$ cat config.mk
export PLATFORM = sky130hd
export DESIGN_NAME = acia_fifo_bridge_flat
export DESIGN_NICKNAME = d
export VERILOG_FILES = /design/src/rtl/acia_fifo_bridge_if.sv /design/src/rtl/acia_fifo_bridge.sv /design/src/flat_wrapper.sv
export SDC_FILE = /design/constraint.sdc
export NUM_CORES = 1
export LEC_CHECK = 0
export ABC_AREA = 1
export BUFFER_PORTS_ARGS = -buffer_cell sky130_fd_sc_hd__buf_2
export CAP_MARGIN = 20
export CORE_MARGIN = 3
export CORE_UTILIZATION = 45
export CTS_CLUSTER_SIZE = 30
export DETAILED_ROUTE_END_ITERATION = 10
export PLACE_DENSITY_LB_ADDON = 0.15
export SLEW_MARGIN = 10
export SYNTH_ARGS = -nofsm -noshare
export SYNTH_HDL_FRONTEND = slang
export SYNTH_SLANG_ARGS = --single-unit
$ cat constraint.sdc
create_clock -name clk -period 4.3 [get_ports clk]
set_input_delay 0.86 -clock clk [delete_from_list [all_inputs] [get_ports clk]]
set_output_delay 0.86 -clock clk [all_outputs]
set_load 0.01 [all_outputs]
$ cat src/rtl/acia_fifo_bridge_if.sv
// acia_fifo_bridge_if: CPU register bus plus the RX/TX byte streams of the
// ACIA-style FIFO bridge. The slave modport is the bridge itself; the master
// modport is the environment (CPU decode and USB CDC core) around it.
//
// Stream handshake: a byte moves on a rising clk edge exactly when its valid
// and ready are both 1 at that edge. Valid never waits on ready, and the data
// stays stable while valid=1 and ready=0.
interface acia_fifo_bridge_if;
    logic       cs;
    logic       we;
    logic [1:0] rs;
    logic [7:0] din;
    logic [7:0] dout;
    logic       irq;
    logic [7:0] rx_data;
    logic       rx_val;
    logic       rx_rdy;
    logic [7:0] tx_data;
    logic       tx_val;
    logic       tx_rdy;

    modport slave (
        input  cs, we, rs, din, rx_data, rx_val, tx_rdy,
        output dout, irq, rx_rdy, tx_data, tx_val
    );

    modport master (
        output cs, we, rs, din, rx_data, rx_val, tx_rdy,
        input  dout, irq, rx_rdy, tx_data, tx_val
    );
endinterface

$ cat src/rtl/acia_fifo_bridge.sv
// acia_fifo_bridge: ACIA-style CPU register window over an RX FIFO (stream in)
// and a TX FIFO (stream out). Registers: rs=0 status/control, rs=1 data,
// rs=2 RX count, rs=3 TX free. Optional macro ACIA_LOOPBACK_EN adds a
// control bit that routes the TX head straight back into the RX FIFO.
module acia_fifo_bridge #(
    parameter int RX_AW = 4,
    parameter int TX_AW = 4
) (
    input  logic               clk,
    input  logic               rst,
    acia_fifo_bridge_if.slave  bus
);
    localparam int RX_DEPTH = 1 << RX_AW;
    localparam int TX_DEPTH = 1 << TX_AW;
    localparam logic [RX_AW:0] RX_ONE      = (RX_AW + 1)'(1);
    localparam logic [TX_AW:0] TX_ONE      = (TX_AW + 1)'(1);
    localparam logic [TX_AW:0] TX_FULL_CNT = (TX_AW + 1)'(TX_DEPTH);

    // ---------------- reset synchroniser ----------------
    logic [1:0] rst_sync;
    logic       rst_n_i;

    // Assert asynchronously, release two clk edges after rst goes high.
    always_ff @(posedge clk or negedge rst) begin
        if (!rst) rst_sync <= 2'b00;
        else      rst_sync <= {rst_sync[0], 1'b1};
    end
    assign rst_n_i = rst_sync[1];

    // ---------------- storage and pointers ----------------
    logic [7:0]     rx_mem [RX_DEPTH];
    logic [7:0]     tx_mem [TX_DEPTH];
    logic [RX_AW:0] rx_wp, rx_rp, rx_cnt;
    logic [TX_AW:0] tx_wp, tx_rp, tx_cnt, tx_free;
    logic           rx_empty, rx_full, tx_empty, tx_full;
    logic           rx_push, rx_pop, tx_push, tx_pop;
    logic [7:0]     rx_wdata, rx_head, tx_head;
    logic           rx_rdy_i, tx_val_i;

    // ---------------- CPU-side registers ----------------
    logic       cpu_rd, cpu_wr;
    logic [7:0] dout_q, rd_mux;
    logic       irq_q, txovf, rxie, txie;
    logic       lpbk, lb_xfer;

    assign cpu_rd = bus.cs & ~bus.we;
    assign cpu_wr = bus.cs & bus.we;

`ifdef ACIA_LOOPBACK_EN
    logic lpbk_q;

    // Loopback enable bit, written with the rest of the control register.
    always_ff @(posedge clk or negedge rst_n_i) begin
        if (!rst_n_i)                      lpbk_q <= 1'b0;
        else if (cpu_wr && bus.rs == 2'd0) lpbk_q <= bus.din[3];
    end
    assign lpbk    = lpbk_q;
    assign lb_xfer = lpbk_q & ~tx_empty & ~rx_full;
`else
    assign lpbk    = 1'b0;
    assign lb_xfer = 1'b0;
`endif

    // Extra pointer MSB separates full from empty when the index bits match.
    assign rx_cnt   = rx_wp - rx_rp;
    assign tx_cnt   = tx_wp - tx_rp;
    assign tx_free  = TX_FULL_CNT - tx_cnt;
    assign rx_empty = (rx_wp == rx_rp);
    assign tx_empty = (tx_wp == tx_rp);
    assign rx_full  = (rx_wp[RX_AW] != rx_rp[RX_AW]) &&
                      (rx_wp[RX_AW-1:0] == rx_rp[RX_AW-1:0]);
    assign tx_full  = (tx_wp[TX_AW] != tx_rp[TX_AW]) &&
                      (tx_wp[TX_AW-1:0] == tx_rp[TX_AW-1:0]);

    assign rx_head  = rx_mem[rx_rp[RX_AW-1:0]];
    assign tx_head  = tx_mem[tx_rp[TX_AW-1:0]];

    // Full/empty come from registered pointers, so a pop on a full FIFO only
    // opens a slot on the following edge.
    assign rx_rdy_i = ~rx_full & ~lpbk;
    assign tx_val_i = ~tx_empty & ~lpbk;
    assign rx_push  = (bus.rx_val & rx_rdy_i) | lb_xfer;
    assign rx_wdata = lb_xfer ? tx_head : bus.rx_data;
    assign rx_pop   = cpu_rd & (bus.rs == 2'd1) & ~rx_empty;
    assign tx_push  = cpu_wr & (bus.rs == 2'd1) & ~tx_full;
    assign tx_pop   = (tx_val_i & bus.tx_rdy) | lb_xfer;

    assign bus.rx_rdy  = rx_rdy_i;
    assign bus.tx_val  = tx_val_i;
    assign bus.tx_data = tx_head;
    assign bus.dout    = dout_q;
    assign bus.irq     = irq_q;

    // FIFO storage writes; contents are left as-is by reset.
    always_ff @(posedge clk) begin
        if (rx_push) rx_mem[rx_wp[RX_AW-1:0]] <= rx_wdata;
        if (tx_push) tx_mem[tx_wp[TX_AW-1:0]] <= bus.din;
    end

    // Pointer advance; push and pop in one cycle both take effect.
    always_ff @(posedge clk or negedge rst_n_i) begin
        if (!rst_n_i) begin
            rx_wp <= '0;
            rx_rp <= '0;
            tx_wp <= '0;
            tx_rp <= '0;
        end else begin
            if (rx_push) rx_wp <= rx_wp + RX_ONE;
            if (rx_pop)  rx_rp <= rx_rp + RX_ONE;
            if (tx_push) tx_wp <= tx_wp + TX_ONE;
            if (tx_pop)  tx_rp <= tx_rp + TX_ONE;
        end
    end

    // Read data selection for the register addressed by rs.
    always_comb begin
        rd_mux = 8'h00;
        case (bus.rs)
            2'd0: rd_mux = {irq_q, 3'b000, lpbk, txovf, ~tx_full, ~rx_empty};
            2'd1: rd_mux = rx_empty ? 8'h00 : rx_head;
            2'd2: rd_mux = 8'(rx_cnt);
            2'd3: rd_mux = 8'(tx_free);
            default: rd_mux = 8'h00;
        endcase
    end

    // Read latch, interrupt, overflow flag and interrupt enables.
    always_ff @(posedge clk or negedge rst_n_i) begin
        if (!rst_n_i) begin
            dout_q <= 8'h00;
            irq_q  <= 1'b0;
            txovf  <= 1'b0;
            rxie   <= 1'b0;
            txie   <= 1'b0;
        end else begin
            irq_q <= (rxie & ~rx_empty) | (txie & tx_empty);
            if (cpu_rd) dout_q <= rd_mux;
            if (cpu_wr && bus.rs == 2'd1 && tx_full) begin
                txovf <= 1'b1;
            end else if (cpu_wr && bus.rs == 2'd0 && bus.din[2]) begin
                txovf <= 1'b0;
            end
            if (cpu_wr && bus.rs == 2'd0) begin
                rxie <= bus.din[0];
                txie <= bus.din[1];
            end
        end
    end
endmodule

$ cat src/flat_wrapper.sv
// flat-port wrapper written by rule: the top's interface ports become plain ports
module acia_fifo_bridge_flat 
#(
    parameter int RX_AW = 4,
    parameter int TX_AW = 4
)
  (clk, rst, bus_cs, bus_we, bus_rs, bus_din, bus_rx_data, bus_rx_val, bus_tx_rdy, bus_dout, bus_irq, bus_rx_rdy, bus_tx_data, bus_tx_val);
  acia_fifo_bridge_if bus_i ();
  input  logic clk;
  input  logic rst;
  input wire logic [$bits(bus_i.cs)-1:0] bus_cs;
  input wire logic [$bits(bus_i.we)-1:0] bus_we;
  input wire logic [$bits(bus_i.rs)-1:0] bus_rs;
  input wire logic [$bits(bus_i.din)-1:0] bus_din;
  input wire logic [$bits(bus_i.rx_data)-1:0] bus_rx_data;
  input wire logic [$bits(bus_i.rx_val)-1:0] bus_rx_val;
  input wire logic [$bits(bus_i.tx_rdy)-1:0] bus_tx_rdy;
  output wire logic [$bits(bus_i.dout)-1:0] bus_dout;
  output wire logic [$bits(bus_i.irq)-1:0] bus_irq;
  output wire logic [$bits(bus_i.rx_rdy)-1:0] bus_rx_rdy;
  output wire logic [$bits(bus_i.tx_data)-1:0] bus_tx_data;
  output wire logic [$bits(bus_i.tx_val)-1:0] bus_tx_val;
  assign bus_i.cs = bus_cs;
  assign bus_i.we = bus_we;
  assign bus_i.rs = bus_rs;
  assign bus_i.din = bus_din;
  assign bus_i.rx_data = bus_rx_data;
  assign bus_i.rx_val = bus_rx_val;
  assign bus_i.tx_rdy = bus_tx_rdy;
  assign bus_dout = bus_i.dout;
  assign bus_irq = bus_i.irq;
  assign bus_rx_rdy = bus_i.rx_rdy;
  assign bus_tx_data = bus_i.tx_data;
  assign bus_tx_val = bus_i.tx_val;
  acia_fifo_bridge #(.RX_AW(RX_AW), .TX_AW(TX_AW)) u_core (.clk(clk), .rst(rst), .bus(bus_i));
endmodule
==> key figures <==
Die
  • Initial core utilization: 46.4%
  • Site row count: 59
  • Die Y: 171 µm
  • Die W: 171 µm
  • CORE AREA: 26500 µm²
  • Io pins: 43
  • Die ar.: 29400 µm²

GRT
  • First-pass GRT wire length: 43600 µm
  • Largest net degree at the start of global routing: 67
  • Initial antenna violation count: 0
  • Vias in the first global route: 7486
  • GRT Total Usage: 19.4%
  • Congestion Overflow GR: 0

Layout
  • Fraction of layout cells with a size suffix above 1: 11.7%
  • Layout area overhead: 12.6%
  • Utilization after layout: 52.3%
  • Nets: 1154
  • Ant diodes: 0

Synthesis
  • Post-synthesis mux area share: 0.274%
  • Synth cell count leaders: edfxtp_1, nand2_1, nor2_1, nand3_1, o21ai_0
  • Largest area contributor in the netlist: edfxtp_1
  • Post-synth EDFFs: 256
  • Post-Synth Simple-Gate Area: 16.5%
  • Register area share after synthesis: 69.4%
  • Most frequent cell after synthesis: edfxtp_1
  • Post-synth top area share: 62.5%
  • Ys async rst share: 11.7%
  • Mapped Cells: 1066
  • Synthesis-stage register bit count: 290
  • Synthesized area: 12300 µm²
  • Main combinational cell family by area after synthesis: simple AND/OR/NAND/NOR gates
  • Xor and xnor area share after synthesis: 1.14%
  • Distinct cell type count after synthesis: 36
  • YS warnings: 0
  • Largest cells by area after synthesis: edfxtp_1, dfrtp_1, nand2_1
  • Synth Area in Compound Gates: 6.83%
  • Synth Area in Adders: 2.46%
  • Main synth FF type: edfxtp_1
  • Mean Syn Cell Area: 11.5 µm²
  • Mapped Nets: 1113

Routing
  • Post-route ant nets: 0
  • TritonRoute pass-1 iters: 5
  • Vias: 7860
  • Wire length per cell: 19.4 µm
  • Drt initial violations: 831
  • Drt via density: 5.36
  • DRC Markers: 0
  • Post-Route WL: 28400 µm

STA
  • Skew final: 11.2 ps
  • Pins Over Slew Limit: 0
  • RSZ-0062 raised after global routing: no
  • FMAX: 289 MHz
  • Tcrit/Tclk final: 80.5%
  • Setup TNS: 0 ps
  • Final Hold Fails: 0
  • Slew @ Worst Pin: 963 ps
  • Final min period: 3460 ps
  • Rel. slew slack: 35.6%
  • Finish-stage setup viols: 0

Worst hold path
  • Path type of the worst min-delay path: in2async

Clock network
  • H-tree Lvls: 1
  • CTS Sinks: 290
  • CTS clock-pin slew for the worst setup and hold paths: 60 ps
  • Clk root buf: clkbuf_16
  • CTS Buf Count: 31
  • Skew-Pair Late Insertion Delay: 560 ps
  • CTS tree: built
  • Post-CTS Setup Bufs: 0
  • Post-CTS Resized: 0
  • CTS Buffer Depth: 3
  • CTS hold repair buffers: 0

Worst setup path
  • Crit end category: primary output
  • Crit path arrival time: 2600 ps
  • CP max FO: 48
  • Worst setup SP type: flip-flop
  • Worst Path Required: 3440 ps
  • Worst setup path startpoint: u_core.tx_rp[1]
  • Worst setup path class: reg2out
  • Reg2reg start: u_core.tx_rp[0]

Power and ir drop
  • Total power: 9460 µW
  • Power per cell area: 683 nW/µm²
  • Leakage: 0.00514 µW
  • Worst vdd ir: 0.401 mV

Outcome
  • Status: finished, final reports clean

Job
  • Max-cap violations: 0

Placed design
  • PortBufs: 42
  • RD Place Congestion: 0.806
  • Detailed placer's ending HPWL: 18000 µm
==> power breakdown <==
part           total [µW]  switching [µW]  internal [µW]
logic                3070            2070            995
registers            3620             274           3340
clock network        2780            1100           1680
==> routing by layer <==
layer	share of wire, %	global-route usage, %	vias up
met5	0	0	-
met4	2.5	4.90	0
met3	5.6	3.36	55
met2	42	28.5	224
met1	50	30.3	3784
li1	-	-	3797
==> cells by family after synthesis <==
group                      count (synthesis)
muxes                                      3
adders and majority gates                 23
xor gates and xnor gates                  16
AOI/OAI and AO/OA                        141
and+or+nand+nor                          500
DFF                                      290
other                                      1
buffers and inverters                     92
==> worst paths after layout <==
kind / end / cells after the start / slack (ps)
worst max-delay path: bus_tx_data[2] / 6 / 840
worst min-delay path: u_core.rst_sync[0] / 1 / 70
worst max register to register: u_core.tx_mem[10][2] / 7 / 1340
worst min register to register: u_core.bus.dout[0] / 0 / 240
max in group asynchronous: u_core.tx_rp[0] / 1 / 3360
min in group clk: u_core.rst_sync[1] / 0 / 360
==> state kept, by name (all words and copies together) (netlist names) <==
signal and flops:
u_core.rx_mem 128, u_core.tx_mem 128, u_core.bus.dout 8, u_core.rx_rp 5, u_core.rx_wp 5, u_core.tx_rp 5, u_core.tx_wp 5, u_core.rst_sync 2
u_core.bus.irq 1, u_core.rxie 1, u_core.txie 1, u_core.txovf 1
==> worst max-delay path: stages, from the launching register on <==
cell and delay (ps):
dfrtp_2 930, buf_4 380, o21ai_0 120, o211ai_1 200, o211ai_1 140, nand3_1 120, buf_2 140
==> final cells by class <==
cell class	count	area (µm²)
fill	2295	12600
sequential	290	8540
multi-input combinational	684	3350
clock buffer	33	783
tap	335	419
timing repair buffer	51	290
clock inverter	25	287
inverter	49	186
==> through the flow <==
stage / hold slack (ps) / setup WS [ps] / cells / cell area (µm²)
final: 73.8 / 837 / 1467 / 13900
after global routing: 51.7 / 629 / 1467 / 13900
after CTS: 50.7 / 844 / 1467 / 13900
after detailed placement: 272 / 1290 / 1409 / 12800
after global placement: 268 / 1400 / 1408 / 12800
after floorplan: 331 / 1830 / 1066 / 12300
==> cell usage in the layout (no fill, tap or decap), types with 12 or more instances in the layout <==
master / netlist / routed
o32ai_1: 16 / 16
nand3_1: 78 / 78
o21ai_0: 76 / 76
edfxtp_1: 256 / 256
dfrtp_1: 34 / 31
nand2_1: 208 / 208
nor2_1: 197 / 197
clkinv_2: 0 / 12
o211ai_1: 22 / 22
inv_1: 38 / 37
ha_1: 21 / 21
xor2_1: 16 / 16
clkbuf_16: 0 / 31
buf_2: 24 / 42
o21ai_1: 16 / 16
No activity file was read; power rests on OpenSTA's default activity.
